[config.mk]
export PLATFORM = sky130hd
export DESIGN_NAME = card_datapath
export DESIGN_NICKNAME = d
export VERILOG_FILES = /design/src/rtl/card_pkg.sv /design/src/rtl/card_lfsr.sv /design/src/rtl/card_datapath.sv
export SDC_FILE = /design/constraint.sdc
export NUM_CORES = 1
export LEC_CHECK = 0
export BUFFER_PORTS_ARGS = -buffer_cell sky130_fd_sc_hd__clkbuf_2
export CORE_ASPECT_RATIO = 1.2
export CORE_MARGIN = 2
export CORE_UTILIZATION = 32
export CTS_CLUSTER_SIZE = 10
export DETAILED_ROUTE_END_ITERATION = 8
export PLACE_DENSITY_LB_ADDON = 0.25
export SLEW_MARGIN = 15
export SYNTH_ARGS = -nofsm -noshare
export SYNTH_HDL_FRONTEND = slang
export SYNTH_SLANG_ARGS = --single-unit
export TNS_END_PERCENT = 100
[constraint.sdc]
create_clock -name clk -period 3.2 [get_ports clk]
set_clock_uncertainty 0.1 [all_clocks]
set_input_delay 0 -clock clk [delete_from_list [all_inputs] [get_ports clk]]
set_output_delay 0 -clock clk [all_outputs]
set_load 0.05 [all_outputs]
[src/rtl/card_pkg.sv]
// Shared constants and helpers for the memory-card game datapath.
// Phase codes mirror the control FSM strobes seen by the datapath.
package card_pkg;

  localparam int CARD_W_DEF  = 3;
  localparam int SCORE_W_DEF = 4;

  // Fibonacci taps 8,6,5,4 as a mask over state bits [7:0]
  localparam logic [7:0] LFSR_TAPS = 8'hB8;

  localparam logic [1:0] P_IDLE  = 2'd0;
  localparam logic [1:0] P_ONE   = 2'd1;
  localparam logic [1:0] P_TWO   = 2'd2;
  localparam logic [1:0] P_JUDGE = 2'd3;

  function automatic logic [1:0] phase_dec(
    input logic nco,
    input logic oca,
    input logic an
  );
    logic [1:0] p;
    p = P_IDLE;
    unique case (1'b1)
      an:               p = P_JUDGE;
      !an & nco & !oca: p = P_ONE;
      !an & nco & oca:  p = P_TWO;
      default:          p = P_IDLE;
    endcase
    return p;
  endfunction

  function automatic logic [7:0] lfsr_step(
    input logic [7:0] s
  );
    return {s[6:0], ^(s & LFSR_TAPS)};
  endfunction

endpackage

[src/rtl/card_lfsr.sv]
// Free-running 8-bit Fibonacci LFSR with seed and enable.
// Exposes the low OUT_W bits plus the MSB used as a coin flip.
module card_lfsr
  import card_pkg::*;
#(
  parameter logic [7:0] SEED  = 8'hA5,
  parameter int         OUT_W = 3
) (
  input  logic             clk,
  input  logic             resetn,
  input  logic             en,
  output logic [OUT_W-1:0] rnd,
  output logic             msb
);

  logic [7:0] q_q;

  always_ff @(posedge clk) begin
    if (!resetn)
      q_q <= SEED;
    else if (en)
      q_q <= lfsr_step(q_q);
  end

  assign rnd = q_q[OUT_W-1:0];
  assign msb = q_q[7];

endmodule

[src/rtl/card_datapath.sv]
// Card game datapath: draws cards, times phases, latches answers,
// judges them against the previous card and tracks scores.
module card_datapath
  import card_pkg::*;
#(
  parameter int         CARD_W      = CARD_W_DEF,
  parameter int         SCORE_W     = SCORE_W_DEF,
  parameter int         TIMEOUT_CYC = 50_000_000,
  parameter logic [7:0] LFSR_SEED   = 8'hA5
) (
  input  logic               clk,
  input  logic               resetn,
  input  logic               next_card_output,
  input  logic               output_correct_answer,
  input  logic               analyse,
  input  logic               key_same,
  input  logic               key_diff,
  output logic               next_card,
  output logic               game_over,
  output logic [CARD_W-1:0]  card_face,
  output logic               card_valid,
  output logic [SCORE_W-1:0] score,
  output logic [SCORE_W-1:0] high_score
);

  localparam int TW = $clog2(TIMEOUT_CYC + 1);
  localparam logic [TW-1:0] T_LAST = TW'(TIMEOUT_CYC - 1);
  localparam logic [SCORE_W-1:0] S_MAX = '1;

  logic [CARD_W-1:0]  rnd_w;
  logic               msb_w;
  logic [1:0]         phase;
  logic [CARD_W-1:0]  draw;
  logic               match;
  logic               correct;
  logic               key_one;
  logic               tmo;

  logic               next_card_q, next_card_d;
  logic [CARD_W-1:0]  card_face_q, card_face_d;
  logic [CARD_W-1:0]  prev_card_q, prev_card_d;
  logic               in_game_q, in_game_d;
  logic [TW-1:0]      timer_q, timer_d;
  logic               answered_q, answered_d;
  logic               ans_same_q, ans_same_d;
  logic [SCORE_W-1:0] score_q, score_d;
  logic [SCORE_W-1:0] high_q, high_d;

  card_lfsr #(
    .SEED  (LFSR_SEED),
    .OUT_W (CARD_W)
  ) u_lfsr (
    .clk    (clk),
    .resetn (resetn),
    .en     (1'b1),
    .rnd    (rnd_w),
    .msb    (msb_w)
  );

  assign phase   = phase_dec(next_card_output,
                             output_correct_answer, analyse);
  // Holding the face on msb forces a repeat about half the time
  assign draw    = msb_w ? card_face_q : rnd_w;
  assign match   = (card_face_q == prev_card_q);
  assign correct = answered_q & (ans_same_q == match);
  assign key_one = key_same ^ key_diff;
  assign tmo     = (timer_q == T_LAST);

  always_comb begin
    next_card_d = 1'b0;
    card_face_d = card_face_q;
    prev_card_d = prev_card_q;
    in_game_d   = in_game_q;
    timer_d     = '0;
    answered_d  = answered_q;
    ans_same_d  = ans_same_q;
    score_d     = score_q;
    high_d      = high_q;
    if (!in_game_q)
      card_face_d = rnd_w;
    case (phase)
      P_ONE: begin
        if (!in_game_q) begin
          in_game_d = 1'b1;
          score_d   = '0;
        end
        if (!next_card_q) begin
          timer_d = timer_q + 1'b1;
          if (tmo) begin
            next_card_d = 1'b1;
            timer_d     = '0;
            prev_card_d = card_face_q;
            card_face_d = draw;
          end
        end
      end
      P_TWO: begin
        if (!next_card_q) begin
          timer_d = timer_q + 1'b1;
          if (!answered_q) begin
            if (key_one) begin
              answered_d  = 1'b1;
              ans_same_d  = key_same;
              next_card_d = 1'b1;
              timer_d     = '0;
            end else if (tmo) begin
              next_card_d = 1'b1;
              timer_d     = '0;
            end
          end
        end
      end
      P_JUDGE: begin
        answered_d = 1'b0;
        if (correct) begin
          if (score_q != S_MAX)
            score_d = score_q + 1'b1;
          prev_card_d = card_face_q;
          card_face_d = draw;
        end else begin
          if (score_q > high_q)
            high_d = score_q;
          in_game_d = 1'b0;
        end
      end
      default: ;
    endcase
  end

  always_ff @(posedge clk) begin
    if (!resetn) begin
      next_card_q <= 1'b0;
      card_face_q <= '0;
      prev_card_q <= '0;
      in_game_q   <= 1'b0;
      timer_q     <= '0;
      answered_q  <= 1'b0;
      ans_same_q  <= 1'b0;
      score_q     <= '0;
      high_q      <= '0;
    end else begin
      next_card_q <= next_card_d;
      card_face_q <= card_face_d;
      prev_card_q <= prev_card_d;
      in_game_q   <= in_game_d;
      timer_q     <= timer_d;
      answered_q  <= answered_d;
      ans_same_q  <= ans_same_d;
      score_q     <= score_d;
      high_q      <= high_d;
    end
  end

  assign next_card  = next_card_q;
  assign game_over  = analyse & ~correct;
  assign card_face  = card_face_q;
  assign card_valid = in_game_q;
  assign score      = score_q;
  assign high_score = high_q;

endmodule

Yosys cells after proc, flatten, opt, wreduce, memory -nomap -nowiden --
Index checks and enable logic that the tools add are counted. Widths: inputs -> output; s select.
Word-level totals: bits in registers 52, bits in latches 0, bits in writable memories 0, bits in read-only memories 0, input port bits 7, memories 0
Operators by class: add/subtract/negate cells 2, $mul 0, divide/modulo/power cells 0, $lt $le $gt $ge 1, equality and inequality tests 14, shift operators 0, muxes and demuxes 33, bitwise operators 9, reductions and logical operators 11
Operator list (count):
- $mux 26 | 5
- $pmux 26 s2 | 1
- $add 26x1->26 const B | 1
- $eq 26x26->1 const B | 1
- $mux 3 | 8
- $ne 2x2->1 const B | 7
- $mux 4 | 3
- $pmux 3 s2 | 2
- $reduce_and 4->1 | 3
- $mux 1 | 9
- $pmux 4 s2 | 1
- $reduce_xor 8->1 | 1
- $pmux 1 s2 | 3
- $pmux 2 s3 | 1
- $and 1x1->1 | 5
- $add 4x1->4 const B | 1
- $eq 2x2->1 const B | 2
- $gt 4x4->1 | 1
- $ne 4x4->1 const B | 1
- $reduce_and 2->1 | 2
- $reduce_bool 2->1 | 2
- $eq 3x3->1 | 1
- $not 1->1 | 3
- $reduce_and 3->1 | 1
- other kinds (4) | 5

Longest topological paths before layout --
Gate-level depths: netlist of the first run.
depth in word-level cells 7, depth in mapped cells 11, mapped depth without buffers 10

By module --
Synthesis of the first run repeated with hierarchy kept, for this count alone.
Second synthesis, totals: cells, all modules 298, area, all modules 2678.8 sq um
By module, submodules not included:
- card_datapath | times used 1, cells each 267, area each 2342.2 sq um, sequential area each 880.8 sq um
- card_lfsr | times used 1, cells each 31, area each 336.6 sq um, sequential area each 160.2 sq um

Least setup slack after synthesis of the first run --
No wires, ideal clock.
path kind reg-to-reg, start register card_face_q[2], in the netlist card_face[2], end register high_q[2], in the netlist high_score[2], data arrival time 2.086 ns, data required time 2.982 ns, path slack 0.896 ns, cell stages (with the launch flop) 7, buffers on the path 0, clock period less this slack 2.304 ns, cell sequence dfxtp_1 -> xor2_1 -> or4_4 -> a31oi_4 -> o211ai_2 -> mux2i_1 -> nor2b_1
On the way: word-level cells in the longest chain between the ends 5
RTL lines:
- start: declaration | line card_datapath.sv:40 | logic [CARD_W-1:0] card_face_q, card_face_d;
- start signal: assignment | line card_datapath.sv:143 | card_face_q <= card_face_d;
- $eq 3x3->1 | line card_datapath.sv:64 | assign match = (card_face_q == prev_card_q);
- $eq 1x1->1 | line card_datapath.sv:65 | assign correct = answered_q & (ans_same_q == match);
- $and 1x1->1 | line card_datapath.sv:65
- $not 1->1 (no source line)
- $reduce_and 3->1 (no source line)
- end signal: assignment | line card_datapath.sv:150 | high_q <= high_d;
- end: declaration | line card_datapath.sv:47 | logic [SCORE_W-1:0] high_q, high_d;
No other way between the ends. A chain may end at the register's enable or synchronous reset.

Worst setup path after layout of the first run --
start input analyse, end register score_q[3], in the netlist score[3]
On the way: word-level cells in the longest chain between the ends 7, elaborated cells between the ends (all ways) 13
RTL lines:
- start: declaration | line card_datapath.sv:15 | input logic analyse,
- $logic_not 1->1 | line card_pkg.sv:25, card_pkg.sv:26
- $and 1x1->1 | line card_pkg.sv:25, card_pkg.sv:26
- $and 1x1->1, on equally long branches | line card_pkg.sv:26, card_pkg.sv:25
- $pmux 2 s3 * | line card_pkg.sv:23 | unique case (1'b1)
- $eq 2x2->1 or $eq 2x1->1 (tied branches) | line card_datapath.sv:81 | case (phase)
- $ne 2x2->1 (no source line) or $reduce_bool 2->1 (tied branches)
- $reduce_and 4->1 (no source line)
- end signal: assignment | line card_datapath.sv:149 | score_q <= score_d;
- end: declaration | line card_datapath.sv:46 | logic [SCORE_W-1:0] score_q, score_d;
Mark *: on every way between the ends. The rest lies on a longest branch, timed or not.

==> flow_summary.rst, run 1 <==
.. list-table::
   :header-rows: 1

   * - Metric
     - Value
   * - Status
     - finished clean
   * - Initial antenna violation count
     - 0
   * - Clock-pin slew reported for the worst setup and hold paths after clock tree synthesis
     - 90 ps
   * - Most common cell after layout, fill and taps aside
     - sky130_fd_sc_hd__dfxtp_1
   * - Crit-path cells
     - dlygate4sd3_1 > clkbuf_2 > nor2_1 > inv_1 > ha_1 > nand4_1 > o211ai_1 > or2_2 > nor4_1 > a21oi_1 > a21boi_1
   * - Number of global-route vias before repair
     - 1,885
   * - Signed area change from the synthesized netlist to the final layout
     - 11.8%
   * - Initial detailed-routing violation count
     - 68
   * - Maximum fanout along the worst path
     - 9
   * - Fmax achieved
     - 0.428 GHz
   * - R2R setup slack
     - 920 ps
   * - DRC violations left
     - 0
   * - Accumulated negative setup slack
     - 0 ps
   * - Worst Max-Slew Pin Slew
     - 466 ps
   * - Worst hold path class
     - in -> reg
   * - Number of placed cells counting well taps
     - 392
   * - GR Util met2
     - 20.2%
   * - Post-synthesis sequential element count
     - 52
   * - Clock Tree Buf Depth
     - 2
   * - Sum of net half-perimeters after detailed placement
     - 3620 µm
   * - Final setup violating endpoints
     - 0
   * - Most utilized layer in the global route result
     - met2
   * - Iteration count of the initial detailed-routing pass
     - 4
   * - Rows
     - 35
   * - Peak VDD IR
     - 0.158 mV
   * - Final slew viol count
     - 0
   * - Avg WL per Cell
     - 12.0 µm
   * - PwrDens
     - 423 nW/µm²
   * - Largest net degree at the start of global routing
     - 27
   * - Most used cells in the layout excluding fill and tap cells
     - 52 x sky130_fd_sc_hd__dfxtp_1, 36 x sky130_fd_sc_hd__nor2_1, 21 x sky130_fd_sc_hd__nand2_1, 20 x sky130_fd_sc_hd__clkbuf_2, 19 x sky130_fd_sc_hd__inv_1
   * - Number of diodes added for antenna fixing
     - 0
   * - Via/cell ratio
     - 4.88
   * - Syn Nets
     - 302
   * - Root Buffer
     - sky130_fd_sc_hd__clkbuf_8
   * - Wire length reported by the detailed router
     - 4820 µm
   * - Floorplan core area
     - 7710 µm²
   * - Total number of clock tree sinks
     - 52
   * - Final Core Density
     - 37.0%
   * - Slowest-stage cell, CP
     - sky130_fd_sc_hd__dlygate4sd3_1
   * - Overflow left after global routing
     - 0
   * - Cell Area, Synth
     - 2550 µm²
   * - I/O Buffers
     - 20
   * - Maximum level of the CTS H-tree
     - 2
   * - Hold Violations, Final
     - 0
   * - Post-layout minimum cycle time
     - 2340 ps
   * - Resized cells post-CTS
     - 0
   * - Starting density of the core
     - 33.1%
   * - Post-CTS Setup Bufs
     - 0
   * - Yosys warning count
     - 0
   * - Clock buffer count from CTS
     - 5
   * - Remaining max-slew budget at the tightest pin
     - 68.7%
   * - Share of synthesized area occupied by flip-flops and latches
     - 40.8%
   * - Chip Width
     - 85.5 µm
   * - Number of nets in the layout
     - 326
   * - Vias after detailed routing
     - 1,965
   * - TritonCTS clock tree
     - yes
   * - Nature of the critical path startpoint
     - input port
   * - Met3 Track Usage GR
     - 3.15%
   * - Weighted congestion reported at the end of routability-driven placement
     - 0.790
   * - Final cell count without fillers
     - 403
   * - Latest clock arrival within the worst-skew pair
     - 310 ps
   * - Period utilization
     - 73.0%
   * - Critical path data required time
     - 3340 ps
   * - Number of instances in the synthesized netlist
     - 286
   * - Static power due to leakage
     - 0.00107 µW
   * - Setup repair after global routing missed its margin
     - false
   * - Remaining antenna violation count after routing
     - 0
   * - Peak per-stage delay on the critical path
     - 540 ps
   * - Die Y-Extent
     - 102 µm
   * - Global-route wire length before repair
     - 8460 µm
   * - Critical Setup Path Class
     - in -> reg
   * - I/O pin total
     - 21
   * - Count of fill cells added during filler insertion
     - 798
   * - Max-cap violations
     - 0
   * - Area of the die
     - 8710 µm²
   * - Proportion of layout cells with a drive suffix above 1
     - 13.2%
   * - Final Power
     - 1210 µW
   * - Global routing usage summed across all routing layers
     - 11.9%
   * - Data arrival, critical path
     - 2480 ps
   * - Mean post-synth cell area
     - 8.92 µm²
   * - Crit end category
     - flip-flop
   * - Met1 Use GR
     - 14.7%
   * - Distinct cells, synth
     - 45
==> through the flow <==
| step | hold slack (ps) | setup WS [ps] | instance area [µm²] |
|---|---|---|---|
| floorplan | -27.0 | 896 | 2550 |
| global placement | 183 | 947 | 2730 |
| detailed placement | 192 | 931 | 2730 |
| CTS | 60.2 | 881 | 2850 |
| global route | 80.7 | 689 | 2850 |
| finish | 54.3 | 864 | 2850 |
==> power by group <==
group          total (µW)  leakage (µW)  switching [µW]  internal [µW]
clock                 386     0.0000510             213            173
sequential            682      0.000423            16.2            666
combinational         139      0.000597            87.3           51.7
total                1210       0.00107             317            891
==> metal layers <==
metal | wire [µm] | vias to the layer above
met5 | 0 | -
met4 | 59 | 0
met3 | 194 | 6
met2 | 2220 | 29
met1 | 2350 | 909
li1 | - | 1021
==> cells in the mapped netlist (all sizes together) <==
master / number / area (µm²)
or4: 2 / 22.5
nor2: 36 / 135
o21bai: 1 / 7.51
nand3: 16 / 80.1
o22ai: 3 / 18.8
a31oi: 2 / 27.5
nand2: 21 / 78.8
a22oi: 1 / 7.51
a21boi: 6 / 45.1
a211o: 1 / 8.76
nor2b: 12 / 75.1
and2: 5 / 31.3
inv: 19 / 71.3
dfxtp: 52 / 1040
nor3: 7 / 35.0
a21o: 1 / 8.76
o21ai: 3 / 15.0
a2111oi: 1 / 8.76
or3: 1 / 6.26
buf: 2 / 22.5
a21oi: 6 / 33.8
nor4: 5 / 67.6
mux2i: 7 / 70.1
ha: 9 / 113
o211ai: 4 / 35.0
a32oi: 3 / 26.3
o21a: 2 / 15.0
nand2b: 5 / 31.3
clkbuf: 4 / 15.0
or2: 3 / 18.8
o31ai: 1 / 12.5
xor2: 18 / 158
xnor2: 12 / 105
nand4b: 1 / 8.76
nand4: 8 / 56.3
nand3b: 2 / 15.0
and3: 4 / 25.0
==> final timing paths <==
check,start,to,cells past startpoint
worst min register to register,u_lfsr.q_q[6]$_SDFF_PN0_,u_lfsr.q_q[7]$_SDFF_PN1_,1
worst max-delay path,analyse,score[3]$_SDFFE_PN0P_,11
worst max register to register,timer_q[10]$_SDFF_PN0_,timer_q[25]$_SDFF_PN0_,6
worst min-delay path,resetn,u_lfsr.q_q[0]$_SDFF_PN1_,2
==> timing repair <==
item,in CTS,in global routing
hold endpoints to repair,2,0
setup endpoints to repair,0,0
hold buffers,3,0
==> critical path: cells and delay by family <==
kind,cells,cell delay (ps)
AND/OR/NAND/NOR,4,940
AO/OA/AOI/OAI,3,410
adder cells (fa/ha/maj),1,330
buffers and inverters,3,800
==> registers in the layout, indices dropped and copies added, names as in the netlist <==
signal       count
ans_same_q       1
u_lfsr.q_q       8
timer_q         26
answered_q       1
card_valid       1
card_face        3
high_score       4
score            4
next_card        1
prev_card_q      3
==> logic make-up after synthesis <==
kind of cell,synth area share [%]
simple gates,26.9
flops,40.8
compound gates,10.6
xor+xnor,10.3
buf+inv,4.26
fa+ha+maj,4.41
mux,2.75
==> area by class of cell <==
cell class                      instances  area, µm²  share of cell area [%]
Tap cell                               92        115                    4.04
Clock buffer                            6       82.6                    2.89
Inverter                               19       71.3                    2.50
Clock inverter                          2       10.0                   0.351
Sequential cell                        52       1040                    36.5
Timing Repair Buffer                   23        130                    4.56
Multi-Input combinational cell        209       1400                    49.2
Power figures use the tool's default switching activity.
==> run 2: changes to the inputs <==
==> constraint.sdc (replaced) <==
create_clock -name clk -period 2.4 [get_ports clk]
set_clock_uncertainty 0.1 [all_clocks]
set_input_delay 0 -clock clk [delete_from_list [all_inputs] [get_ports clk]]
set_output_delay 0 -clock clk [all_outputs]
set_load 0.05 [all_outputs]
==> flow_summary.rst, run 2 (same netlist as run 1, synthesis figures left out) <==
.. list-table::
   :header-rows: 1

   * - Metric
     - Value
   * - Total number of clock tree sinks
     - 52
   * - Proportion of layout cells with a drive suffix above 1
     - 15.0%
   * - Initial detailed-routing violation count
     - 66
   * - TritonCTS clock tree
     - yes
   * - Clock Tree Buf Depth
     - 2
   * - Number of nets in the layout
     - 334
   * - Register Area
     - 1040 µm²
   * - Clock-pin slew reported for the worst setup and hold paths after clock tree synthesis
     - 90 ps
   * - Number of placed cells counting well taps
     - 399
   * - Iteration count of the initial detailed-routing pass
     - 4
   * - I/O pin total
     - 21
   * - Setup repair after global routing missed its margin
     - false
   * - Clock buffer count from CTS
     - 5
   * - Crit-path cells
     - inv_1 > nand2_1 > nor3_1 > o21ai_0 > dlygate4sd3_1 > a21boi_0 > dlygate4sd3_1
   * - Post-CTS Setup Bufs
     - 0
   * - Count of fill cells added during filler insertion
     - 795
   * - PwrDens
     - 596 nW/µm²
   * - Vias after detailed routing
     - 1,988
   * - Critical path data required time
     - 2550 ps
   * - Area of the die
     - 8710 µm²
   * - Via/cell ratio
     - 4.84
   * - Crit path launch
     - next_card$_SDFF_PN0_
   * - Number of global-route vias before repair
     - 1,941
   * - CP most frequent cell
     - sky130_fd_sc_hd__dlygate4sd3_1
   * - Die Y-Extent
     - 102 µm
   * - Static power due to leakage
     - 0.00112 µW
   * - Met1 Use GR
     - 16.4%
   * - Overflow left after global routing
     - 0
   * - Wire length reported by the detailed router
     - 4960 µm
   * - Final setup violating endpoints
     - 0
   * - Crit end category
     - flip-flop
   * - Biggest registers after layout
     - timer_q: 26 flops, u_lfsr.q_q: 8 flops
   * - Most utilized layer in the global route result
     - met2
   * - Sum of net half-perimeters after detailed placement
     - 3660 µm
   * - Final cell count without fillers
     - 411
   * - Final Power
     - 1760 µW
   * - Peak per-stage delay on the critical path
     - 560 ps
   * - Max-cap violations
     - 0
   * - Remaining max-slew budget at the tightest pin
     - 69.2%
   * - Final slew viol count
     - 0
   * - Critical Setup Path Class
     - reg -> reg
   * - Accumulated negative setup slack
     - 0 ps
   * - Chip Width
     - 85.5 µm
   * - Largest net degree at the start of global routing
     - 27
   * - Max FFs per register
     - 26
   * - Floorplan core area
     - 7710 µm²
   * - Peak VDD IR
     - 0.295 mV
   * - Multi-input combinational cell area
     - 1400 µm²
   * - Root Buffer
     - sky130_fd_sc_hd__clkbuf_8
   * - Reg-to-reg startpoint
     - next_card$_SDFF_PN0_
   * - Avg WL per Cell
     - 12.1 µm
   * - Most used cells in the layout excluding fill and tap cells
     - 52 x sky130_fd_sc_hd__dfxtp_1, 36 x sky130_fd_sc_hd__nor2_1, 21 x sky130_fd_sc_hd__nand2_1, 20 x sky130_fd_sc_hd__clkbuf_2, 19 x sky130_fd_sc_hd__inv_1
   * - Slowest-stage cell, CP
     - sky130_fd_sc_hd__dlygate4sd3_1
   * - I/O Buffers
     - 20
   * - GR Util met2
     - 20.7%
   * - Latest clock arrival within the worst-skew pair
     - 300 ps
   * - Maximum level of the CTS H-tree
     - 2
   * - Data arrival, critical path
     - 2350 ps
   * - Global-route wire length before repair
     - 8910 µm
   * - Weighted congestion reported at the end of routability-driven placement
     - 0.764
   * - Hold Violations, Final
     - 0
   * - Signed area change from the synthesized netlist to the final layout
     - 15.5%
   * - Register bank with the most flops
     - timer_q
   * - Maximum fanout along the worst path
     - 4
   * - Post-layout minimum cycle time
     - 2200 ps
   * - Fmax achieved
     - 0.454 GHz
   * - DRC violations left
     - 0
   * - Period utilization
     - 91.8%
   * - Global routing usage summed across all routing layers
     - 12.7%
   * - Initial antenna violation count
     - 0
   * - Most common cell after layout, fill and taps aside
     - sky130_fd_sc_hd__dfxtp_1
   * - Remaining antenna violation count after routing
     - 0
   * - Hold path start
     - resetn
   * - Nature of the critical path startpoint
     - flip-flop
   * - Met3 Track Usage GR
     - 3.31%
   * - Starting density of the core
     - 33.1%
   * - Status
     - finished clean
   * - Worst hold path class
     - in -> reg
   * - Resized cells post-CTS
     - 0
   * - Number of diodes added for antenna fixing
     - 0
   * - Hold-fix buffer count after cts
     - 4
   * - Worst Max-Slew Pin Slew
     - 459 ps
   * - Rows
     - 35
-- run 2: cell types whose count changed in the layout (fill, tap and decap cells not counted), sizes merged --
cell	change
buf	+7
clkinv	-2
dlygate4sd3	+1
clkbuf	+1
bufinv	+1
-- run 2: area by class of cell --
cell class	instances	share of cell area (%)
well taps	92	3.90
multi-input cells	209	47.6
flip-flops and latches	52	35.3
repair buffers	31	6.53
clock inverters	1	1.02
clock buffers	7	3.27
inverters	19	2.42
-- run 2: path summary, 6_finish.rpt --
path,endpoint,slack (ps),cells after the start
worst max-delay path,ans_same_q$_SDFFE_PN0P_,200,7
worst min-delay path,u_lfsr.q_q[0]$_SDFF_PN1_,60,2
worst max register to register,ans_same_q$_SDFFE_PN0P_,200,7
worst min register to register,u_lfsr.q_q[7]$_SDFF_PN1_,320,1
-- run 2: stage by stage --
step	hold WS (ps)	cell area, µm²	utilization, %	setup slack (ps)
2_1_floorplan	-27.0	2550	-	96.5
3_3_place_gp	187	2780	36.1	275
3_5_place_dp	191	2780	36.1	267
4_1_cts	63.9	2950	38.3	190
5_1_grt	75.1	2950	38.3	9.98
6_report	56.1	2950	38.3	196
-- run 2: power by group --
group / total (µW) / switching, µW / internal, µW / leakage (µW)
clock: 652 / 284 / 368 / 0.0000645
combinational: 199 / 122 / 77.0 / 0.000634
sequential: 907 / 19.2 / 888 / 0.000423
-- run 2: worst max-delay path: cells and delay by family (launching register included) --
| kind | cells | cell delay (ps) |
|---|---|---|
| flops | 1 | 350 |
| simple gates | 2 | 240 |
| compound gates | 2 | 230 |
| buf+inv | 3 | 1230 |
-- run 2: per-layer routing --
layer  share of wire [%]  vias to the layer above
met5                   0                        -
met4                 2.0                        0
met3                 3.9                        7
met2                  46                       29
met1                  49                      913
li1                    -                     1039
